File: src/rtl/obi_rr_arbiter.sv
// Round-robin OBI arbiter sharing one subordinate port between NumMgr managers, with an
// in-order response-routing FIFO. Optional grant counters: define OBI_ARB_GNT_CNT_EN.

package obi_rr_arbiter_pkg;

    typedef struct packed {
        logic [31:0] addr;
        logic        we;
        logic [3:0]  be;
        logic [31:0] wdata;
        logic [0:0]  aid;
        logic [0:0]  a_optional;
    } obi_a_chan_t;

    typedef struct packed {
        logic        req;
        obi_a_chan_t a;
    } obi_req_t;

    typedef struct packed {
        logic [31:0] rdata;
        logic [0:0]  rid;
        logic        err;
        logic [0:0]  r_optional;
    } obi_r_chan_t;

    typedef struct packed {
        logic        gnt;
        logic        rvalid;
        obi_r_chan_t r;
    } obi_rsp_t;

endpackage

module obi_rr_arbiter #(
    parameter int unsigned NumMgr         = 2,
    parameter int unsigned MaxOutstanding = 2,
    parameter type         obi_req_t      = obi_rr_arbiter_pkg::obi_req_t,
    parameter type         obi_rsp_t      = obi_rr_arbiter_pkg::obi_rsp_t,
    parameter int unsigned CntWidth       = 32
) (
    input  logic                clk_i,
    input  logic                rst_i,
    input  obi_req_t            sbr_req_i [NumMgr],
    output obi_rsp_t            sbr_rsp_o [NumMgr],
    output obi_req_t            mgr_req_o,
    input  obi_rsp_t            mgr_rsp_i,
    output logic                proto_err_o,
    output logic [CntWidth-1:0] gnt_cnt_o [NumMgr]
);

    localparam int unsigned IdxW = (NumMgr > 1) ? $clog2(NumMgr) : 1;
    localparam int unsigned PtrW = (MaxOutstanding > 1) ? $clog2(MaxOutstanding) : 1;
    localparam int unsigned OccW = $clog2(MaxOutstanding + 1);

    localparam logic [IdxW-1:0] LastMgr  = IdxW'(NumMgr - 1);
    localparam logic [PtrW-1:0] LastSlot = PtrW'(MaxOutstanding - 1);
    localparam logic [OccW-1:0] FullOcc  = OccW'(MaxOutstanding);

    logic [IdxW-1:0] rr_q, rr_d;
    logic [IdxW-1:0] sel_q, sel_d;
    logic            lock_q, lock_d;
    logic [IdxW-1:0] fifo_q [MaxOutstanding];
    logic [IdxW-1:0] fifo_d [MaxOutstanding];
    logic [PtrW-1:0] wr_ptr_q, wr_ptr_d;
    logic [PtrW-1:0] rd_ptr_q, rd_ptr_d;
    logic [OccW-1:0] occ_q, occ_d;
    logic            proto_err_q, proto_err_d;

    logic [IdxW-1:0] sel;
    logic [IdxW-1:0] cand;
    logic [IdxW-1:0] head;
    int unsigned     scan_idx;
    logic            found;
    logic            fifo_full, fifo_empty;
    logic            handshake, pop;

    function automatic logic [PtrW-1:0] ptr_inc(input logic [PtrW-1:0] p);
        return (p == LastSlot) ? '0 : p + 1'b1;
    endfunction

    // Full is taken from registered occupancy so a same-cycle pop never frees a slot early.
    assign fifo_full  = (occ_q == FullOcc);
    assign fifo_empty = (occ_q == '0);
    assign head       = fifo_q[rd_ptr_q];

    always_comb begin
        sel      = rr_q;
        found    = 1'b0;
        scan_idx = 0;
        cand     = '0;
        if (lock_q) begin
            sel = sel_q;
        end else begin
            for (int unsigned k = 0; k < NumMgr; k++) begin
                scan_idx = 32'(rr_q) + k;
                if (scan_idx >= NumMgr) begin
                    scan_idx = scan_idx - NumMgr;
                end
                cand = IdxW'(scan_idx);
                if (!found && sbr_req_i[cand].req) begin
                    sel   = cand;
                    found = 1'b1;
                end
            end
        end
    end

    always_comb begin
        mgr_req_o     = sbr_req_i[sel];
        mgr_req_o.req = sbr_req_i[sel].req & ~fifo_full & ~rst_i;
    end

    assign handshake = mgr_req_o.req & mgr_rsp_i.gnt;
    assign pop       = mgr_rsp_i.rvalid & ~fifo_empty & ~rst_i;

    // Response payload is broadcast; only the FIFO head sees rvalid.
    always_comb begin
        for (int i = 0; i < NumMgr; i++) begin
            sbr_rsp_o[i]        = mgr_rsp_i;
            sbr_rsp_o[i].gnt    = handshake & (sel == IdxW'(i));
            sbr_rsp_o[i].rvalid = pop & (head == IdxW'(i));
        end
    end

    always_comb begin
        rr_d        = rr_q;
        sel_d       = sel_q;
        lock_d      = lock_q;
        fifo_d      = fifo_q;
        wr_ptr_d    = wr_ptr_q;
        rd_ptr_d    = rd_ptr_q;
        occ_d       = occ_q;
        proto_err_d = proto_err_q | (mgr_rsp_i.rvalid & fifo_empty);

        if (handshake) begin
            fifo_d[wr_ptr_q] = sel;
            wr_ptr_d         = ptr_inc(wr_ptr_q);
            rr_d             = (sel == LastMgr) ? '0 : sel + 1'b1;
            lock_d           = 1'b0;
        end else if (mgr_req_o.req) begin
            lock_d = 1'b1;
            sel_d  = sel;
        end

        if (pop) begin
            rd_ptr_d = ptr_inc(rd_ptr_q);
        end

        if (handshake && !pop) begin
            occ_d = occ_q + 1'b1;
        end else if (!handshake && pop) begin
            occ_d = occ_q - 1'b1;
        end
    end

    always_ff @(posedge clk_i) begin
        if (rst_i) begin
            rr_q        <= '0;
            sel_q       <= '0;
            lock_q      <= 1'b0;
            fifo_q      <= '{default: '0};
            wr_ptr_q    <= '0;
            rd_ptr_q    <= '0;
            occ_q       <= '0;
            proto_err_q <= 1'b0;
        end else begin
            rr_q        <= rr_d;
            sel_q       <= sel_d;
            lock_q      <= lock_d;
            fifo_q      <= fifo_d;
            wr_ptr_q    <= wr_ptr_d;
            rd_ptr_q    <= rd_ptr_d;
            occ_q       <= occ_d;
            proto_err_q <= proto_err_d;
        end
    end

    assign proto_err_o = proto_err_q;

`ifdef OBI_ARB_GNT_CNT_EN
    logic [CntWidth-1:0] gnt_cnt_q [NumMgr];
    logic [CntWidth-1:0] gnt_cnt_d [NumMgr];

    always_comb begin
        gnt_cnt_d = gnt_cnt_q;
        if (handshake && (gnt_cnt_q[sel] != '1)) begin
            gnt_cnt_d[sel] = gnt_cnt_q[sel] + 1'b1;
        end
    end

    always_ff @(posedge clk_i) begin
        if (rst_i) begin
            gnt_cnt_q <= '{default: '0};
        end else begin
            gnt_cnt_q <= gnt_cnt_d;
        end
    end

    assign gnt_cnt_o = gnt_cnt_q;
`else
    always_comb begin
        for (int i = 0; i < NumMgr; i++) begin
            gnt_cnt_o[i] = '0;
        end
    end
`endif

endmodule

File: config.mk
export PLATFORM = sky130hd
export DESIGN_NAME = obi_rr_arbiter
export DESIGN_NICKNAME = d
export VERILOG_FILES = /design/src/rtl/obi_rr_arbiter.sv
export SDC_FILE = /design/constraint.sdc
export NUM_CORES = 1
export LEC_CHECK = 0
export CAP_MARGIN = 20
export CORE_AREA = 2 2 153 155
export DETAILED_ROUTE_END_ITERATION = 10
export DIE_AREA = 0 0 155 157
export GPL_ROUTABILITY_DRIVEN = 0
export PLACE_DENSITY = 0.49
export REMOVE_ABC_BUFFERS = 1
export SKIP_LAST_GASP = 1
export SYNTH_ARGS = -nofsm -noshare
export SYNTH_HDL_FRONTEND = slang
export SYNTH_SLANG_ARGS = --single-unit
export TNS_END_PERCENT = 30
File: constraint.sdc
create_clock -name clk_i -period 3.8 [get_ports clk_i]
set_input_delay 0.76 -clock clk_i [delete_from_list [all_inputs] [get_ports clk_i]]
set_output_delay 0.76 -clock clk_i [all_outputs]
set_load 0.005 [all_outputs]
After elaboration in Yosys (flattened, before gate mapping)
Cells that the tools add are included.

storage, ports and cells
  bits in registers = 10
  word-level logic and storage cells = 88
  bits of input ports = 183
  output and inout bits = 211

cells by class
  multiplexer cells = 29
  bitwise gates (word level) = 22
  order comparisons = 8
  add/sub/neg operators = 8
  reductions and logical operators = 11
  equal/unequal tests = 1

operator list
  kind                                                 count
  two-way mux 72 bit                                   9
  two-way mux 1 bit                                    16
  >= comparator 2 bit, second input constant           6
  bitwise AND 1 bit                                    10
  inverter 1 -> 2 bit                                  5
  inverter 1 bit                                       6
  logical AND 1 bit                                    4
  two-way mux 2 bit                                    2
  adder 1 bit, second input constant                   3
  logical NOT 1 bit                                    3
  adder 1 x 1 -> 2 bit, second input constant          1
  adder 2 x 1 -> 2 bit, second input constant          1
  bitwise mux 2 bit                                    1
  equality test 2 bit, second input constant           1
  >= comparator 1 x 2 -> 1 bit, second input constant  1
  logical NOT 2 bit                                    1
  < comparator 2 x 1 -> 1 bit, second input constant   1
  AND reduction 2 bit                                  1
  nonzero test 2 bit                                   1
  OR reduction 2 bit                                   1
  subtractor 1 bit, second input constant              2
  subtractor 2 x 1 -> 2 bit, second input constant     1
  demux 1 bit (select 1 bit)                           1
  bitwise OR 1 bit                                     1

Longest topological paths before layout
Gate-level depths: netlist of the first run.

  depth in word-level cells = 24
  gate-level depth with buffers = 9
  depth with buffers taken out = 9

Worst setup path before layout of the first run
No wires, ideal clock.

  path kind = input to output
  start point = in sbr_req_i[143] (netlist bit)
  end point = out mgr_req_o[0] (netlist bit)
  stages = 5
  required time = 3.040 ns
  buffers on the path = 2
  slack = 1.082 ns
  data arrival time = 1.958 ns
  path through = a21boi_0 -> o31ai_1 -> buf_2 -> buf_2 -> mux2_2

RTL lines
  item         line  RTL
  from (decl)  44    input obi_req_t sbr_req_i [NumMgr],
  to (decl)    46    output obi_req_t mgr_req_o,

==> flow_summary_export.csv, run 1 <==
group,metric,value,unit
outcome,status,"finished, final reports clean",
clocking,cts_sinks,10,
clocking,ctsHtreeMaxLevel,1,
place,dp_cells,715,
finish,fin_cells,718,
logic_synthesis,synth_xor_area_share,1.12,%
grt,gr-usage-all-layers,10.0,%
setup_path,cp_cell_sequence,"clkdlybuf4s50_1 -> a21boi_0 -> o31ai_4 -> buf_12 -> buf_12 -> mux2_2 -> clkdlybuf4s50_1",
floorplanning,core.rowCount,55,
sta,rsz0062_at_grt,"no",
place,io_buffers,224,
grt,grt.met1_usage,8.94,%
sta,period_needed,3.66,ns
power_and_ir_drop,power_density,211,nW/um2
clocking,cts_setup_buffers,0,
grt,grt_antenna_before_repair,0,
setup_path,cpPeakStageDelay,0.48,ns
flow_run,drv_cap,0,
floorplanning,initial_core_util,10.5,%
detailed_routing,totalWireLength,13200,um
setup_path,cp.required,3.04,ns
setup_path,end_kind,"output pin",
sta,setup_viol,0,
setup_path,worst-path-max-fanout,24,
setup_path,cp_slowest_cell,"clkdlybuf4s50_1",
clocking,cts_buffers,3,
power_and_ir_drop,power.leakage,1.70,nW
logic_synthesis,synthAdderAreaFrac,0.532,%
clocking,cts_resized,0,
detailed_routing,vias,2302,
floorplanning,die_w,155,um
sta,fin_ws,0.141,ns
finish,multi_input_area,1340,um2
logic_synthesis,synth_top_family_by_area,"buffers and inverters",
detailed_routing,wl_per_cell,18.4,um
finish,final_area,4380,um2
detailed_routing,vias_per_cell,3.21,
logic_synthesis,ys_seq_area_share,8.51,%
floorplanning,die_h,157,um
setup_path,worst_setup_path_start_kind,"primary input",
logic_synthesis,ys_types,28,
clocking,clk_latency,0.23,ns
detailed_routing,drt.antenna.violating_nets,0,
grt,grt_overflow,0,
grt,grt_max_degree,25,
clocking,cts_tree,"built",
floorplanning,core,22500,um2
logic_synthesis,muxShareOfSynthArea,35.5,%
logic_synthesis,synth.avg_cell_area,8.65,um2
grt,grt_util_met3,10.5,%
clocking,path_clk_slew,0.04,ns
finish,ff_latch_area,200,um2
logic_synthesis,syn_area,2350,um2
grt,grt_pass1_wl,17100,um
logic_synthesis,synthSimpleGateAreaFrac,3.93,%
grt,grt_busiest_layer,"met2",
logic_synthesis,synth-compound-area-share,4.89,%
sta,fmax,0.273,GHz
sta,post-route-period-util,96.3,%
sta,slew_violations,0,
finish,drive_gt1_share,21.2,%
grt,grt_pass1_vias,2399,
detailed_routing,drt_iter0_drc,42,
detailed_routing,drc,0,
logic_synthesis,yosys_warnings,0,
clocking,postCtsHoldBufs,0,
detailed_routing,firstDrtPassIters,3,
place,dp_hpwl,12200,um
place,place_area,4310,um2
sta,holdWs,0.465,ns
finish,n_fill_cell,2482,
power_and_ir_drop,ir_worst_vdd,0.110,mV
sta,hold_viol,0,
clocking,cts_root_buf,"clkbuf_16",
hold_path,holdCritPathClass,"reg2reg",
floorplanning,ioPinCount,394,
sta,skew,0.00263,ns
logic_synthesis,ys_ff_latch,10,
finish,fin_util,19.5,%
finish,diodes,0,
clocking,cts_max_path_buffers,2,
logic_synthesis,synthCells,272,
finish,final_nets,619,
finish,syn2layout_area_growth,86.2,%
grt,grt_util_met2,15.7,%
setup_path,worstPathArrival,2.90,ns
setup_path,crit_type,"in2out",
place,place_ws,0.100,ns
floorplanning,die_area,24300,um2
## cells by family after synthesis
family	count (synthesis)
buffers and inverters	148
AOI/OAI and AO/OA	16
xor gates and xnor gates	3
other	1
DFF	10
muxes	74
and+or+nand+nor	19
adders and majority gates	1
## worst max-delay path, delay by kind of cell
kind / cells / cell delay [ns]
compound gates: 2 / 0.42
mux: 1 / 0.35
buf+inv: 4 / 1.35
## worst paths after layout
| kind | cells past startpoint | slack [ns] | from | end |
|---|---|---|---|---|
| max reg2reg | 9 | 1.65 | occ_q[0]$_SDFFE_PP0P_ | occ_q[1]$_SDFFE_PP0P_ |
| max | 7 | 0.14 | sbr_req_i[71] | mgr_req_o[16] |
| min reg2reg | 2 | 0.46 | proto_err_o$_SDFF_PP0_ | proto_err_o$_SDFF_PP0_ |
| min | 2 | 0.46 | proto_err_o$_SDFF_PP0_ | proto_err_o$_SDFF_PP0_ |
## metrics by stage
stage,TNS (ns),power [mW]
2_1_floorplan,-306.52,0.357
3_3_place_gp,0,0.758
3_5_place_dp,0,0.753
4_1_cts,0,0.941
5_1_grt,0,0.987
6_report,0,0.924
## sequential cells by signal, summed over array words and instances (netlist names)
signal	cells
fifo_q	2
lock_q	1
occ_q	2
proto_err_o	1
rd_ptr_q	1
rr_q	1
sel_q	1
wr_ptr_q	1
## Yosys cell counts
cell	count	area, um2
conb_1	1	3.75
and3_1	1	6.26
a21oi_1	3	15.0
nor3_1	1	5.00
a21boi_0	1	7.51
clkbuf_1	1	3.75
a31o_2	2	17.5
buf_2	8	40.0
xor2_1	3	26.3
nand2b_1	1	6.26
nor2b_1	3	18.8
inv_1	5	18.8
and2_1	1	6.26
mux2_2	71	800
a2111o_1	1	11.3
mux2_4	1	15.0
nor2_1	8	30.0
mux2i_1	2	20.0
o211a_1	2	20.0
buf_4	134	1010
ha_1	1	12.5
o31ai_1	1	7.51
nand2_1	2	7.51
dfxtp_1	10	200
a311oi_1	1	8.76
or3_1	2	12.5
o21ai_0	4	20.0
o211ai_1	1	7.51
## layout by cell type (no fill, tap or decap)
cell	count
a2111o_1	1
a21boi_0	1
a21oi_1	3
a311oi_1	1
a31o_2	2
and2_1	1
and3_1	1
buf_12	4
buf_4	10
clkbuf_16	3
clkdlybuf4s50_1	224
conb_1	64
dfxtp_1	10
ha_1	1
inv_1	5
mux2_2	71
mux2_4	1
mux2i_1	2
nand2_1	2
nand2b_1	1
nor2_1	8
nor2b_1	3
nor3_1	1
o211a_1	2
o211ai_1	1
o21ai_0	4
o31ai_4	1
or3_1	2
xor2_1	3
## layout make-up
class	count	share of cell area, %
inverter	5	0.428
clock buffer	3	1.71
tap	285	8.14
sequential	10	4.57
timing repair buffer	238	54.7
multi-input combinational	177	30.5
## where the power goes
part           switching [mW]  internal (mW)  total, mW
clock                  0.0424          0.136      0.178
sequential             0.0118          0.118      0.130
combinational           0.187          0.429      0.615
## metal layers
metal | wire (um) | vias to the layer above
li1 | - | 1037
met1 | 4000 | 989
met2 | 5800 | 259
met3 | 3130 | 15
met4 | 189 | 2
met5 | 108 | -
Note: power is estimated with default switching activity, not from simulation.
==> run 2, diff against run 1 <==
CORE_AREA = 2 2 154 156   (was 2 2 153 155)
DIE_AREA = 0 0 156 158   (was 0 0 155 157)
GPL_TIMING_DRIVEN = 0   (was default)
PLACE_DENSITY = 0.5   (was 0.49)
clock period = 3.1 ns   (was 3.8 ns; I/O delays follow)
==> flow_summary_export.csv, run 2 (same netlist as run 1, synthesis figures left out) <==
group,metric,value,unit
clocking,cts_tree,"built",
detailed_routing,vias,2279,
floorplanning,initial_core_util,10.2,%
sta,skew,0.000944,ns
grt,grt_pass1_vias,2354,
setup_path,worst-path-max-fanout,10,
finish,biggestRegsByFlops,"fifo_q x2, occ_q x2",
place,place_ws,-0.959,ns
setup_path,cpPeakStageDelay,0.44,ns
finish,final_area,4480,um2
grt,grt_antenna_before_repair,2,
grt,grt_max_degree,11,
setup_path,cp_slowest_cell,"clkdlybuf4s50_1",
finish,n_fill_cell,2568,
clocking,cts_root_buf,"clkbuf_16",
finish,final_nets,622,
power_and_ir_drop,power_density,260,nW/um2
grt,gr-usage-all-layers,10.9,%
sta,setup_viol,13,
outcome,violations,"negative setup slack",
finish,drive_gt1_share,22.7,%
sta,fmax,0.312,GHz
floorplanning,core.rowCount,56,
setup_path,crit_type,"in2out",
setup_path,end_kind,"output pin",
place,place_area,4240,um2
hold_path,holdCritPathClass,"reg2reg",
detailed_routing,vias_per_cell,3.14,
detailed_routing,drt_iter0_drc,61,
sta,hold_viol,0,
clocking,ctsHtreeMaxLevel,1,
floorplanning,die_area,24600,um2
power_and_ir_drop,p_total,1.16,mW
finish,fin_cells,726,
detailed_routing,firstDrtPassIters,4,
detailed_routing,wl_per_cell,19.5,um
place,io_buffers,224,
grt,grt_overflow,0,
setup_path,worstPathArrival,2.58,ns
setup_path,crit_family,"buffers and inverters",
clocking,cts_sinks,10,
setup_path,worst_setup_path_start_kind,"primary input",
sta,tns,-0.571,ns
finish,layout_commonest_cell,"clkdlybuf4s50_1",
floorplanning,ioPinCount,394,
clocking,cts_buffers,3,
flow_run,drv_cap,0,
floorplanning,die_h,158,um
floorplanning,die_w,156,um
finish,syn2layout_area_growth,90.2,%
place,dp_cells,710,
detailed_routing,totalWireLength,14200,um
sta,period_needed,3.20,ns
setup_path,cp.required,2.48,ns
detailed_routing,drt.antenna.violating_nets,0,
outcome,status,"finished with violations",
clocking,path_clk_slew,0.04,ns
finish,mostFrequentLayoutCells,"clkdlybuf4s50_1 (196), mux2_2 (71), conb_1 (64), dlygate4sd2_1 (14), dlymetal6s2s_1 (12)",
setup_path,cp_common_cell,"buf_12",
finish,diodes,0,
clocking,cts_max_path_buffers,2,
power_and_ir_drop,power.leakage,1.87,nW
detailed_routing,drc,0,
sta,rsz0062_at_grt,"yes",
place,dp_hpwl,12600,um
setup_path,reg2reg_slack,0.91,ns
floorplanning,core,23100,um2
sta,fin_ws,-0.101,ns
sta,post-route-period-util,103,%
sta,slew_violations,0,
clocking,clk_latency,0.23,ns
setup_path,cp_cell_sequence,"dlygate4sd2_1 -> a21boi_1 -> o31ai_4 -> buf_6 -> buf_16 -> buf_12 -> buf_12 -> mux2_2 -> clkdlybuf4s50_1",
grt,grt_pass1_wl,18400,um
setup_path,crit_buf_inv,6,
power_and_ir_drop,ir_worst_vdd,0.126,mV
## run 2: cell types whose count changed in the layout (fill, tap and decap cells not counted), sizes merged
cell	previous run	this run
clkdlybuf4s50	224	196
dlygate4sd2	0	14
dlymetal6s2s	0	12
buf	14	17
bufbuf	0	1
clkbuf	3	4
## run 2: layout make-up
| type | instances | area (um2) | area share [%] |
|---|---|---|---|
| Inverter | 5 | 18.8 | 0.419 |
| Clock buffer | 3 | 75.1 | 1.68 |
| Timing Repair Buffer | 241 | 2480 | 55.4 |
| Tap cell | 290 | 363 | 8.11 |
| Multi-Input combinational cell | 177 | 1340 | 29.9 |
| Sequential cell | 10 | 200 | 4.47 |
## run 2: tightest hold or removal path, stage by stage (launching register included)
cell	delay [ns]
dfxtp_1	0.32
a21oi_1	0.04
nor2_1	0.07
## run 2: through the flow
stage                     hold slack (ns)  utilization, %
after floorplan                     0.460               -
after global placement              0.458            18.0
after detailed placement            0.474            18.4
after CTS                           0.485            19.3
after global routing                0.544            19.4
final                               0.471            19.4
## run 2: layer usage
| layer | GRT usage [%] | vias to the layer above | part of all wire (%) |
|---|---|---|---|
| met3 | 10.8 | 15 | 23 |
| met2 | 16.7 | 236 | 44 |
| met4 | 1.18 | 2 | 0.82 |
| li1 | - | 1038 | - |
| met5 | 4.35 | - | 1.0 |
| met1 | 10.6 | 988 | 31 |
## run 2: worst paths after layout
path | from | end | cells past startpoint
setup / recovery | sbr_req_i[143] | mgr_req_o[33] | 9
hold / removal | proto_err_o$_SDFF_PP0_ | proto_err_o$_SDFF_PP0_ | 2
setup reg to reg | occ_q[0]$_SDFFE_PP0P_ | occ_q[1]$_SDFFE_PP0P_ | 8
hold reg to reg | proto_err_o$_SDFF_PP0_ | proto_err_o$_SDFF_PP0_ | 2
## run 2: timing repair
action,in CTS,in global routing
gates resized for setup,28,15
hold buffers,0,0
setup buffers,12,0
pin swaps,1,1
cloned,1,0
endpoints found under the setup margin,73,58
## run 2: power breakdown
group          switching, mW  internal, mW  leakage (nW)  total [mW]
Sequential            0.0142         0.145        0.0820       0.159
Combinational          0.245         0.536          1.75       0.781
Clock                 0.0552         0.167        0.0370       0.222
==> run 3, diff against run 2 <==
--- a/config.mk
+++ b/config.mk
@@ -12,5 +12,5 @@
 export GPL_ROUTABILITY_DRIVEN = 0
 export GPL_TIMING_DRIVEN = 0
-export PLACE_DENSITY = 0.5
+export PLACE_DENSITY = 0.45
 export REMOVE_ABC_BUFFERS = 1
 export SKIP_LAST_GASP = 1
==> constraint.sdc (replaced) <==
create_clock -name clk_i -period 3.1 [get_ports clk_i]
set_input_delay 0.31 -clock clk_i [delete_from_list [all_inputs] [get_ports clk_i]]
set_output_delay 0.31 -clock clk_i [all_outputs]
set_load 0.005 [all_outputs]
==> flow_summary_export.csv, run 3 (same netlist as run 1, synthesis figures left out) <==
group,metric,value,unit
grt,grt_max_degree,19,
detailed_routing,totalWireLength,13400,um
finish,n_fill_cell,2542,
clocking,path_clk_slew,0.04,ns
setup_path,crit_buf_inv,5,
hold_path,worstHoldStart,"proto_err_o$_SDFF_PP0_",
clocking,cts_root_buf,"clkbuf_16",
setup_path,worst_setup_path_start_kind,"primary input",
sta,hold_viol,0,
clocking,cts_max_path_buffers,2,
finish,final_area,4360,um2
setup_path,end_kind,"output pin",
finish,diodes,0,
sta,slew_violations,0,
detailed_routing,drt.antenna.violating_nets,0,
grt,grt_pass1_vias,2216,
sta,setup_viol,0,
detailed_routing,vias_per_cell,3.11,
setup_path,cp_common_cell,"clkdlybuf4s50_1",
setup_path,cpPeakStageDelay,0.53,ns
sta,post-route-period-util,95.4,%
floorplanning,die_h,158,um
sta,fmax,0.338,GHz
power_and_ir_drop,ir_worst_vdd,0.265,mV
setup_path,crit_family,"buffers and inverters",
power_and_ir_drop,power.leakage,1.68,nW
finish,ff_latch_area,200,um2
setup_path,cp_slowest_cell,"clkdlybuf4s50_1",
finish,drive_gt1_share,20.3,%
floorplanning,die_area,24600,um2
flow_run,drv_cap,0,
finish,layout_commonest_cell,"clkdlybuf4s50_1",
place,dp_cells,710,
setup_path,worst-path-max-fanout,18,
detailed_routing,wl_per_cell,18.7,um
clocking,cts_sinks,10,
finish,final_nets,613,
setup_path,cp-startpoint,"sbr_req_i[71]",
floorplanning,core.rowCount,56,
detailed_routing,drt_iter0_drc,54,
detailed_routing,firstDrtPassIters,4,
setup_path,worstRegToRegCells,8,
finish,mostFrequentLayoutCells,"clkdlybuf4s50_1 (224), mux2_2 (71), conb_1 (64), dfxtp_1 (10), nor2_1 (8)",
grt,grt_antenna_before_repair,0,
hold_path,holdPathEnd,"proto_err_o$_SDFF_PP0_",
place,dp_hpwl,12300,um
place,place_area,4230,um2
setup_path,timing.rr.start,"occ_q[0]$_SDFFE_PP0P_",
setup_path,r2r_end,"occ_q[1]$_SDFFE_PP0P_",
finish,multi_input_area,1340,um2
floorplanning,die_w,156,um
sta,rsz0062_at_grt,"no",
outcome,status,"finished, final reports clean",
setup_path,cp_cell_sequence,"clkdlybuf4s50_1 -> a21boi_1 -> o31ai_4 -> buf_12 -> buf_8 -> buf_16 -> mux2_2 -> clkdlybuf4s50_1",
hold_path,holdCritPathClass,"reg2reg",
floorplanning,initial_core_util,10.2,%
power_and_ir_drop,power_density,267,nW/um2
finish,biggestRegsByFlops,"fifo_q x2, occ_q x2",
clocking,postCtsHoldBufs,0,
clocking,clk_latency,0.24,ns
setup_path,worstPathArrival,2.65,ns
finish,syn2layout_area_growth,85.2,%
setup_path,crit_type,"in2out",
place,io_buffers,224,
sta,skew,0.00215,ns
floorplanning,core,23100,um2
grt,gr-usage-all-layers,9.96,%
grt,grt_overflow,0,
clocking,cts_buffers,3,
hold_path,whs_path_depth,2,
detailed_routing,vias,2233,
grt,grt_pass1_wl,16800,um
detailed_routing,drc,0,
clocking,ctsHtreeMaxLevel,1,
setup_path,cp.required,2.79,ns
sta,period_needed,2.96,ns
setup_path,reg2reg_slack,0.80,ns
floorplanning,ioPinCount,394,
finish,fin_cells,718,
clocking,cts_tree,"built",
## run 3: worst register-to-register path: stages, from the launching register on
cell and delay [ns]:
dfxtp_1 0.43, nor2b_1 0.10, a2111o_1 0.46, inv_1 0.17
nand2_1 0.17, inv_1 0.13, ha_1 0.27, or3_1 0.37
a21oi_1 0.13
## run 3: worst max-delay path by stage
stage,endpoint,cells after the start
floorplan,mgr_req_o[0],3
global placement,mgr_req_o[58],5
detailed placement,mgr_req_o[27],8
CTS,mgr_req_o[27],8
global route,mgr_req_o[27],8
finish,mgr_req_o[27],8
## run 3: area by class of cell
type                       count  share of cell area, %
timing repair buffer         232                   54.0
sequential                    10                   4.59
clock buffer                   4                   2.04
tap                          290                   8.32
inverter                       5                  0.431
multi-input combinational    177                   30.6
## run 3: routing by layer
metal	vias up	track usage (%)	share of wire, %	wire length (um)
li1	1025	-	-	-
met1	961	8.97	30	4080
met2	223	15.3	43	5730
met3	22	9.85	23	3040
met4	2	2.97	3.1	419
met5	-	3.73	0.92	123
## run 3: power by group
group | internal (mW) | leakage [nW] | switching (mW)
combinational | 0.516 | 1.56 | 0.230
clock | 0.194 | 0.0442 | 0.0631
sequential | 0.144 | 0.0820 | 0.0154
## run 3: through the flow
step / utilization, % / setup WS [ns] / hold WS [ns] / TNS [ns] / power (mW)
4_1_cts: 18.8 / 0.0123 / 0.476 / 0 / 1.17
6_report: 18.9 / 0.142 / 0.467 / 0 / 1.16
3_5_place_dp: 18.4 / -0.439 / 0.465 / -11.26 / 0.899
3_3_place_gp: 18.0 / -8.91 / 0.460 / -668.34 / 0.925
5_1_grt: 18.9 / 0.0250 / 0.501 / 0 / 1.24
2_1_floorplan: - / -3.84 / 0.379 / -292.92 / 0.437
## run 3: repair_timing
action                     CTS  global route
setup buffers                1             3
setup endpoints to repair   66            18
pin swaps                    1             1
resized for setup            0             3
==> variant, RTL diff (config.mk and constraints of run 2) <==
Change the parameter `NumMgr` from 2 to 1.
--- a/src/rtl/obi_rr_arbiter.sv
+++ b/src/rtl/obi_rr_arbiter.sv
@@ -35,3 +35,3 @@
 module obi_rr_arbiter #(
-    parameter int unsigned NumMgr         = 2,
+    parameter int unsigned NumMgr         = 1,
     parameter int unsigned MaxOutstanding = 2,
Interface: changed (resized gnt_cnt_o, sbr_req_i and sbr_rsp_o); port bits go from 394 to 253. The function was not compared with the original's and may differ.
==> variant against run 2 <==
- first-iteration DRC count down 44%
- non-clock buffer count shrank 233
- routed wire length decreased by 3.3%
- cell area fell by 76%
- register-to-register slack better by 510 ps
- clock power rose by 2%
- core utilization shrank 15 points
- via count down 69%
- critical endpoint is now sbr_rsp_o[36]
- power shrank 64%
- area after synthesis is 38% lower
- fmax grew 14%
- sequential cell count shrank 1
- worst setup slack better by 390 ps
==> variant: results (changes against run 2) <==
| Metric | Value |
|---|---|
| Wire length on met2 | 3980 µm (-36%) |
| Placed cell count | 374 (-47%) |
| DRT iter0 DRCs | 34 (-44%) |
| Post-DR vias/cell | 1.89 (-40%) |
| M3 GR Usage | 0.219 (+0.111) |
| M1 wire length | 3570 µm (-20%) |
| Worst R2R Setup Slack | 1420 ps (+510 ps) |
| Avg WL per Cell | 36.2 µm (+86%) |
| Synth area leaders | buf_4 71%, dfxtp_1 12%, xor2_1 1.8% |
| Worst EP arrival | 2190 ps (-390 ps) |
| Asr flop ratio synth | 0 (unchanged) |
| Largest net degree at the start of global routing | 12 (+1) |
| Root Buffer | clkbuf_16 |
| Compound-Gate Fraction of Synth Area | 0.0326 (-0.0163) |
| M2 GR Usage | 0.109 (-0.0579) |
| Static Leak | 0.351 nW (-81%) |
| Port buffer count | 8 (-96%) |
| Post-synthesis adder-cell area fraction | 0.00858 (+0.00327) |
| Hold EP | sel_q$_SDFFE_PP0P_ |
| Vias in the first global route | 602 (-74%) |
| Post-synthesis mux area share | 0.0137 (-0.341) |
| CP top delay family | buffers and inverters |
| Max incr delay on CP | 500 ps (+60 ps) |
| Nature of the critical path endpoint | output port |
| All-Layer GR Usage | 0.108 (-0.00131) |
| Antenna violations before repair | 0 (-2) |
| Post-Place Setup Slack | -26.5 ps (+932 ps) |
| Fin Clk Skew | 0.306 ps (-0.638 ps) |
| Status | finished, final reports clean |
| CP endpoint | sbr_rsp_o[36] |
| # nets final | 201 (-68%) |
| Worst hold start | sel_q$_SDFFE_PP0P_ |
| Share of cells above drive strength 1 | 0.0795 (-0.148) |
| R2R Path End | occ_q[1]$_SDFFE_PP0P_ |
| CTS resizes | 1 (-96%) |
| Syn Area/Cell | 7.92 µm² (-8.4%) |
| Postcts setup bufs | 0 (-12) |
| Global-route wire length before repair | 15200 µm (-18%) |
| Tmin final | 2810 ps (-387 ps) |
| Register area share after synthesis | 0.124 (+0.0385) |
| Library cells used by synthesis | 23 (-18%) |
| DP Area | 977 µm² (-77%) |
| Worst r2r path cells | 5 (-3) |
| Critical path fanouts, max | 5 (-5) |
| Post-synthesis xor/xnor area fraction | 0.0180 (+0.00686) |
| Hold WS | 451 ps (-19.8 ps) |
| Critical Path Source | sbr_req_i[71] |
| Top post-synthesis cells by count | 138 x buf_4, 9 x dfxtp_1, 5 x nor2_1 |
| WL final | 13700 µm (-3.3%) |
| Worst vdd ir | 0.255 mV (+100%) |
==> variant: changes by cell type after synthesis, sizes merged, moves of 2 or more <==
| cell | delta |
|---|---|
| a31o | -2 |
| o211a | -2 |
| nor2 | -3 |
| nand2b | +4 |
| mux2 | -72 |
| buf | -4 |
| inv | -5 |
==> variant: report_power, final <==
group | total [mW] | internal [mW] | leakage (nW) | switching [mW]
logic | 0.0593 | 0.0289 | 0.239 | 0.0304
registers | 0.136 | 0.126 | 0.0736 | 0.00970
clock network | 0.227 | 0.172 | 0.0382 | 0.0550
total | 0.422 | 0.326 | 0.351 | 0.0951
==> variant: area by class of cell <==
cell class                 instances  area, µm²  area share
tap                              290        363       0.342
sequential                         9        180       0.170
multi-input combinational         67        357       0.336
timing repair buffer               8       82.6      0.0778
clock buffer                       4       78.8      0.0743
==> variant: worst reg2reg max path: cells and delay by family (launching register included) <==
family,cells,cell delay (ps)
and+or+nand+nor,2,620
DFF,1,410
adders and majority gates,1,310
AOI/OAI and AO/OA,2,270
